[config.mk]
export PLATFORM = sky130hd
export DESIGN_NAME = wdt_multi_win
export DESIGN_NICKNAME = d
export VERILOG_FILES = /design/src/rtl/wdt_multi_win.sv
export SDC_FILE = /design/constraint.sdc
export NUM_CORES = 2
export LEC_CHECK = 0
export ABC_AREA = 1
export BUFFER_PORTS_ARGS = -buffer_cell sky130_fd_sc_hd__buf_2
export CAP_MARGIN = 10
export CORE_ASPECT_RATIO = 1.1
export CORE_MARGIN = 10
export CORE_UTILIZATION = 58
export DETAILED_ROUTE_END_ITERATION = 6
export GPL_TIMING_DRIVEN = 0
export PLACE_DENSITY = 0.85
export SLEW_MARGIN = 20
export SYNTH_ARGS = -nofsm -noshare
export SYNTH_HDL_FRONTEND = slang
export SYNTH_SLANG_ARGS = --single-unit
[constraint.sdc]
create_clock -name clk -period 9.2 [get_ports clk]
set_clock_uncertainty 0.05 [all_clocks]
set_input_delay 2.76 -clock clk [delete_from_list [all_inputs] [get_ports clk]]
set_output_delay 2.76 -clock clk [all_outputs]
set_load 0.005 [all_outputs]
[src/rtl/wdt_multi_win.sv]
// Multi-channel windowed watchdog: shared prescaler, per-channel reload,
// closed-window early-kick detection, warn threshold and sticky timeout.
module wdt_multi_win #(
    parameter int unsigned      NUM_CH      = 4,
    parameter int unsigned      CNT_W       = 32,
    parameter int unsigned      PRE_W       = 8,
    parameter int unsigned      DEF_TIMEOUT = 1000,
    parameter logic [CNT_W-1:0] DEF_WINDOW  = '1,
    parameter int unsigned      DEF_WARN    = 0,
    localparam int unsigned     CH_W        = (NUM_CH > 1) ? $clog2(NUM_CH) : 1
) (
    input  logic              clk,
    input  logic              rst,
    input  logic [PRE_W-1:0]  pre_div,
    input  logic              cfg_we,
    input  logic [CH_W-1:0]   cfg_ch,
    input  logic [1:0]        cfg_sel,
    input  logic [CNT_W-1:0]  cfg_data,
    input  logic [NUM_CH-1:0] en,
    input  logic [NUM_CH-1:0] kick,
    input  logic [NUM_CH-1:0] wto_clr,
    output logic [NUM_CH-1:0] wto,
    output logic [NUM_CH-1:0] early,
    output logic [NUM_CH-1:0] warn,
    output logic              any_wto
);

    typedef enum logic [1:0] {
        IDLE,
        COUNT,
        EXPIRED
    } state_e;

    logic [PRE_W-1:0]  pcnt_q, pcnt_d;
    logic              tick;

    logic [CNT_W-1:0]  tmo_q [NUM_CH];
    logic [CNT_W-1:0]  win_q [NUM_CH];
    logic [CNT_W-1:0]  wrn_q [NUM_CH];

    state_e            state_q [NUM_CH];
    state_e            state_d [NUM_CH];
    logic [CNT_W-1:0]  cnt_q   [NUM_CH];
    logic [CNT_W-1:0]  cnt_d   [NUM_CH];

    logic [NUM_CH-1:0] wto_q, wto_d;
    logic [NUM_CH-1:0] early_q, early_d;
    logic [NUM_CH-1:0] warn_q, warn_d;
    logic              any_q, any_d;

    // A shrinking pre_div below the running count forces a wrap to 0.
    always_comb begin
        tick   = (pcnt_q == pre_div);
        pcnt_d = (pcnt_q >= pre_div) ? '0 : pcnt_q + 1'b1;
    end

    always_ff @(posedge clk or negedge rst) begin
        if (!rst) begin
            pcnt_q <= '0;
        end else begin
            pcnt_q <= pcnt_d;
        end
    end

    always_ff @(posedge clk or negedge rst) begin
        if (!rst) begin
            for (int i = 0; i < NUM_CH; i++) begin
                tmo_q[i] <= CNT_W'(DEF_TIMEOUT);
                win_q[i] <= DEF_WINDOW;
                wrn_q[i] <= CNT_W'(DEF_WARN);
            end
        end else begin
            for (int i = 0; i < NUM_CH; i++) begin
                if (cfg_we && (cfg_ch == CH_W'(i))) begin
                    case (cfg_sel)
                        2'd0:    tmo_q[i] <= cfg_data;
                        2'd1:    win_q[i] <= cfg_data;
                        2'd2:    wrn_q[i] <= cfg_data;
                        default: ;
                    endcase
                end
            end
        end
    end

    always_comb begin
        for (int i = 0; i < NUM_CH; i++) begin
            state_d[i] = state_q[i];
            cnt_d[i]   = cnt_q[i];
            wto_d[i]   = wto_q[i];
            early_d[i] = early_q[i];

            unique case (state_q[i])
                IDLE: begin
                    if (wto_clr[i]) begin
                        wto_d[i]   = 1'b0;
                        early_d[i] = 1'b0;
                    end
                    if (en[i]) begin
                        state_d[i] = COUNT;
                        cnt_d[i]   = tmo_q[i];
                    end
                end
                COUNT: begin
                    if (wto_clr[i]) begin
                        wto_d[i]   = 1'b0;
                        early_d[i] = 1'b0;
                    end
                    if (!en[i]) begin
                        state_d[i] = IDLE;
                    end else if (kick[i]) begin
                        if (cnt_q[i] > win_q[i]) begin
                            state_d[i] = EXPIRED;
                            wto_d[i]   = 1'b1;
                            early_d[i] = 1'b1;
                        end else begin
                            cnt_d[i] = tmo_q[i];
                        end
                    end else if (tick) begin
                        if (cnt_q[i] == '0) begin
                            state_d[i] = EXPIRED;
                            wto_d[i]   = 1'b1;
                        end else begin
                            cnt_d[i] = cnt_q[i] - 1'b1;
                        end
                    end
                end
                EXPIRED: begin
                    if (wto_clr[i]) begin
                        wto_d[i]   = 1'b0;
                        early_d[i] = 1'b0;
                        if (en[i]) begin
                            state_d[i] = COUNT;
                            cnt_d[i]   = tmo_q[i];
                        end else begin
                            state_d[i] = IDLE;
                        end
                    end else if (!en[i]) begin
                        state_d[i] = IDLE;
                    end
                end
                default: begin
                    state_d[i] = IDLE;
                end
            endcase

            warn_d[i] = (state_d[i] == COUNT) && (cnt_d[i] <= wrn_q[i]);
        end
    end

    assign any_d = |wto_d;

    always_ff @(posedge clk or negedge rst) begin
        if (!rst) begin
            for (int i = 0; i < NUM_CH; i++) begin
                state_q[i] <= IDLE;
                cnt_q[i]   <= '0;
            end
            wto_q   <= '0;
            early_q <= '0;
            warn_q  <= '0;
            any_q   <= 1'b0;
        end else begin
            for (int i = 0; i < NUM_CH; i++) begin
                state_q[i] <= state_d[i];
                cnt_q[i]   <= cnt_d[i];
            end
            wto_q   <= wto_d;
            early_q <= early_d;
            warn_q  <= warn_d;
            any_q   <= any_d;
        end
    end

    assign wto     = wto_q;
    assign early   = early_q;
    assign warn    = warn_q;
    assign any_wto = any_q;

endmodule
Word level (Yosys, flattened, before mapping) --
Index checks and enable logic that the tools add are counted.
Operators by class: $add $sub $neg 5, order comparisons 9, equality and inequality tests 18, mux-type cells 121, reduce and logical (&&, ||, !) cells 39
Operators by type and width (count):
- $mux W32 | 28
- $pmux W32 S3 | 4
- $gt A32 B32 Y1 | 4
- $le A32 B32 Y1 | 4
- $logic_not A32 Y1 | 4
- $sub A32 B1 Y32 const B | 4
- $mux W2 | 32
- $mux W1 | 44
- $pmux W2 S3 | 4
- $reduce_and A2 Y1 | 12
- $eq A2 B1 Y1 const B | 10
- $pmux W1 S2 | 8
- $eq A2 B2 Y1 const B | 7
- $logic_not A2 Y1 | 6
- $add A8 B1 Y8 const B | 1
- $eq A8 B8 Y1 | 1
- $ge A8 B8 Y1 | 1
- $logic_and A1 B1 Y1 | 8
- $mux W8 | 1
- $reduce_bool A2 Y1 | 4
- $reduce_or A2 Y1 | 4
- $reduce_or A4 Y1 | 1
Word-level totals: flip-flop bits (word level) 541, bits of input ports 59, output and inout port bits 13, word-level logic and storage cells 220

Depth between registers and ports, before layout --
word-level depth 8, depth in mapped cells 31, mapped depth without buffers 31

Worst setup path after synthesis --
No wires, ideal clock.
kind in2reg, from in pre_div[7], to reg warn_q[3], in the netlist warn[3], setup time 128 ps, data arrival time 5382 ps, data required time 9022 ps, slack 3640 ps, cell stages on the path 23, buffers on the path 3, cell sequence inv_1 -> ha_1 -> nand2_1 -> nor2_2 -> nand2_4 -> inv_2 -> buf_6 -> buf_6 -> buf_2 -> nand2_1 -> o21ai_0 -> a21oi_1 -> nand2_1 -> nand2_1 -> nand2_1 -> a21oi_1 -> ha_1 -> nand2_1 -> nor3_1 -> nor4b_1 -> o21ai_0 -> nand2_1 -> a22oi_1
RTL lines:
- start, declared | RTL line 14 | input logic [PRE_W-1:0] pre_div,
- end signal, assigned | RTL line 170 | warn_q <= warn_d;
- end, declared | RTL line 48 | logic [NUM_CH-1:0] warn_q, warn_d;

==> results.sh <==
export IMPL_status="finished, violations left"
export IMPL_failed_checks="design-rule violations"
export IMPL_cts_tree="built"
export IMPL_root_buffer="clkbuf_16"
export IMPL_holdPathEnd="wrn_q[33]"
export IMPL_cts_made_buffers=56
export IMPL_rsz0062_at_grt="no"
export IMPL_routedWlPerCell_um=22.7
export IMPL_leakage_nw=20.4
export IMPL_start_kind="primary input"
export IMPL_yosysMostFrequentCell="nand2_1"
export IMPL_synthDistinctLibCells=59
export IMPL_fp_dieW_um=266
export IMPL_synth_nets=5754
export IMPL_syn_area_um2=38600
export IMPL_pin_count=72
export IMPL_seq_area_um2=13700
export IMPL_start_util_pct=58.3
export IMPL_nets=5884
export IMPL_cts_sinks=541
export IMPL_synth_top_cells_by_count="1491 x nand2_1, 514 x o21ai_0, 494 x inv_1, 459 x nand3_1, 416 x nor2_1"
export IMPL_htreeDepth=2
export IMPL_grtUsageTotal_pct=37.1
export IMPL_post_cts_resized=0
export IMPL_worstPathMaxFanout=10
export IMPL_multi_input_area_um2=21100
export IMPL_coreArea_um2=66100
export IMPL_ys_top_cells_by_area="dfrtp_1 25%, nand2_1 15%, dfstp_2 10%"
export IMPL_startpoint="pre_div[7]"
export IMPL_worst_slew_pin_slew_ns=1.35
export IMPL_die_y_um=290
export IMPL_routed_via_density=6.12
export IMPL_vias=39600
export IMPL_finalHoldViolations=0
export IMPL_grt_max_degree=102
export IMPL_routed_wl_um=147000
export IMPL_row_count=99
export IMPL_setup_violations_final=0
export IMPL_reg2reg_to="warn[1]"
export IMPL_die_area_um2=77200
export IMPL_path_clk_slew_ns=0.06
export IMPL_holdBufCountCts=0
export IMPL_async_reset_ff_share_pct=100
export IMPL_drv_slew=0
export IMPL_place_congestion=1.04
export IMPL_crit_path_end_kind="flop"
export IMPL_hold_depth=2
export IMPL_drt_pass1_iter_count=7
export IMPL_synth_seq_area_share_pct=35.6
export IMPL_total_power_mw=13.3
export IMPL_synth_edf_count=0
export IMPL_min_path_type="flop to flop"
export IMPL_period_share_pct=72.8
export IMPL_worstPathRequired_ns=9.67
export IMPL_ys_flop_type="dfrtp_1"
export IMPL_irDropWorstVdd_mv=0.237
export IMPL_postRouteAntennaNets=0
export IMPL_ys_seq_elements=541
export IMPL_ff2ff_setup_slack_ns=4.23
export IMPL_yosysWarnings=0
export IMPL_avgSynthCellArea_um2=7.11
export IMPL_min_period_ns=6.70
export IMPL_drt_iter0_drc=5166
export IMPL_io_buffers=67
export IMPL_synth_top_cell_area_share_pct=25.2
export IMPL_drc=12
export IMPL_timing_fmax_mhz=149
export IMPL_syn_inst=5426
export IMPL_dpl_hpwl_um=110000
export IMPL_clk_latency_ns=0.67
export IMPL_drv_cap=0
export IMPL_cts_max_path_buffers=3
export IMPL_tns_ns=0
export IMPL_regToRegStartpoint="win_q[87]"
export IMPL_arrival_ns=7.17
export IMPL_grt_antenna_before_repair=12
export IMPL_hold_start="wrn_q[33]"
export IMPL_post_synth_top_area_cell="dfrtp_1"
export IMPL_grt_overflow=0
export IMPL_num_fill_cells=5941
export IMPL_p_per_area_nw_per_um2=316
export IMPL_grt_pass1_wl_um=222000
export IMPL_rr_worst_depth=23
export IMPL_relSlewSlack_pct=9.85
export IMPL_critPathKind="primary input to flop"
export IMPL_cts_setup_buffers=0
export IMPL_grt_pass1_vias=38000
export IMPL_area_growth_pct=9.03
export IMPL_drive_gt1_share_pct=11.0
-- registers in the layout, summed over array words and instances (netlist names) --
register / cells
cnt_q: 128
tmo_q: 128
pcnt_q: 8
wto: 4
warn: 4
any_wto: 1
early: 4
state_q: 8
win_q: 128
wrn_q: 128
-- area by class of cell --
class / count / area share (%)
multi-input cells: 4002 / 50.1
clock buffers: 81 / 3.87
diodes: 10 / 0.0595
well taps: 858 / 2.55
flip-flops and latches: 541 / 32.7
clock inverters: 24 / 0.610
repair buffers: 72 / 1.15
inverters: 517 / 4.63
plain buffers: 366 / 4.37
-- how the worst max path moves through the flow --
| stage | endpoint | slack, ns | cells past startpoint |
|---|---|---|---|
| 2_1_floorplan | warn[3] | 3.64 | 23 |
| 3_3_place_gp | tmo_q[33] | -5.51 | 1 |
| 3_5_place_dp | warn[0] | 2.03 | 24 |
| 4_1_cts | warn[0] | 2.67 | 24 |
| 5_1_grt | warn[0] | 2.29 | 24 |
| 6_report | warn[0] | 2.50 | 24 |
-- worst max-delay path, stage by stage --
cell	delay (ns)
buf_2	0.07
inv_1	0.03
ha_1	0.28
nand2_1	0.09
nor2_2	0.17
nand2_4	0.27
inv_2	0.14
buf_6	0.22
clkbuf_1	0.83
o21ai_0	0.25
o21ai_0	0.14
a21oi_1	0.09
nand2_1	0.09
nand2_1	0.05
nand2_1	0.05
a21oi_1	0.10
ha_1	0.34
nand4_1	0.10
nor3_1	0.43
nand2_1	0.11
nand3_1	0.16
nand3_1	0.09
nand2_1	0.16
a21boi_0	0.12
-- stage by stage --
stage          instance area (um2)  cells  hold slack (ns)  worst slack [ns]  util (%)
6_report                     42000   6471            0.434              2.50      63.5
2_1_floorplan                38600   5426            0.403              3.64         -
4_1_cts                      42000   6461            0.438              2.67      63.5
5_1_grt                      42000   6465            0.455              2.29      63.5
3_3_place_gp                 40000   6351            0.416             -5.51      60.4
3_5_place_dp                 40100   6356            0.422              2.03      60.7
-- metal layers --
| metal | GRT usage, % | wire (um) | vias up |
|---|---|---|---|
| li1 | - | - | 18300 |
| met3 | 8.82 | 15200 | 549 |
| met5 | 0 | 21 | - |
| met1 | 44.9 | 55200 | 18600 |
| met2 | 57.1 | 64300 | 2240 |
| met4 | 27.2 | 12100 | 4 |
-- kinds of logic after synthesis --
logic type / synth area share, %
XOR/XNOR: 1.00
AO/OA/AOI/OAI: 16.2
AND/OR/NAND/NOR: 28.7
flip-flops: 35.6
buffers and inverters: 9.77
adder cells (fa/ha/maj): 8.73
-- cell usage in the layout (no fill, tap or decap), types with 29 or more instances in the layout --
cell          n
a21oi_1     313
a221oi_1    124
buf_2       159
buf_6        34
clkbuf_1    196
clkbuf_16    57
clkbuf_2     29
dfrtp_1     389
dfstp_2     152
ha_1        269
inv_1       494
nand2_1    1491
nand3_1     459
nand4_1      62
nor2_1      416
nor2_2       42
nor3_1       30
o21ai_0     514
o21ai_1      52
xor2_1       40
-- report_power, final --
part	total, mW	switching (mW)	internal [mW]
registers	3.71	0.618	3.09
clock network	2.39	1.07	1.33
logic	7.18	4.76	2.42
Note: power is estimated with default switching activity, not from simulation.
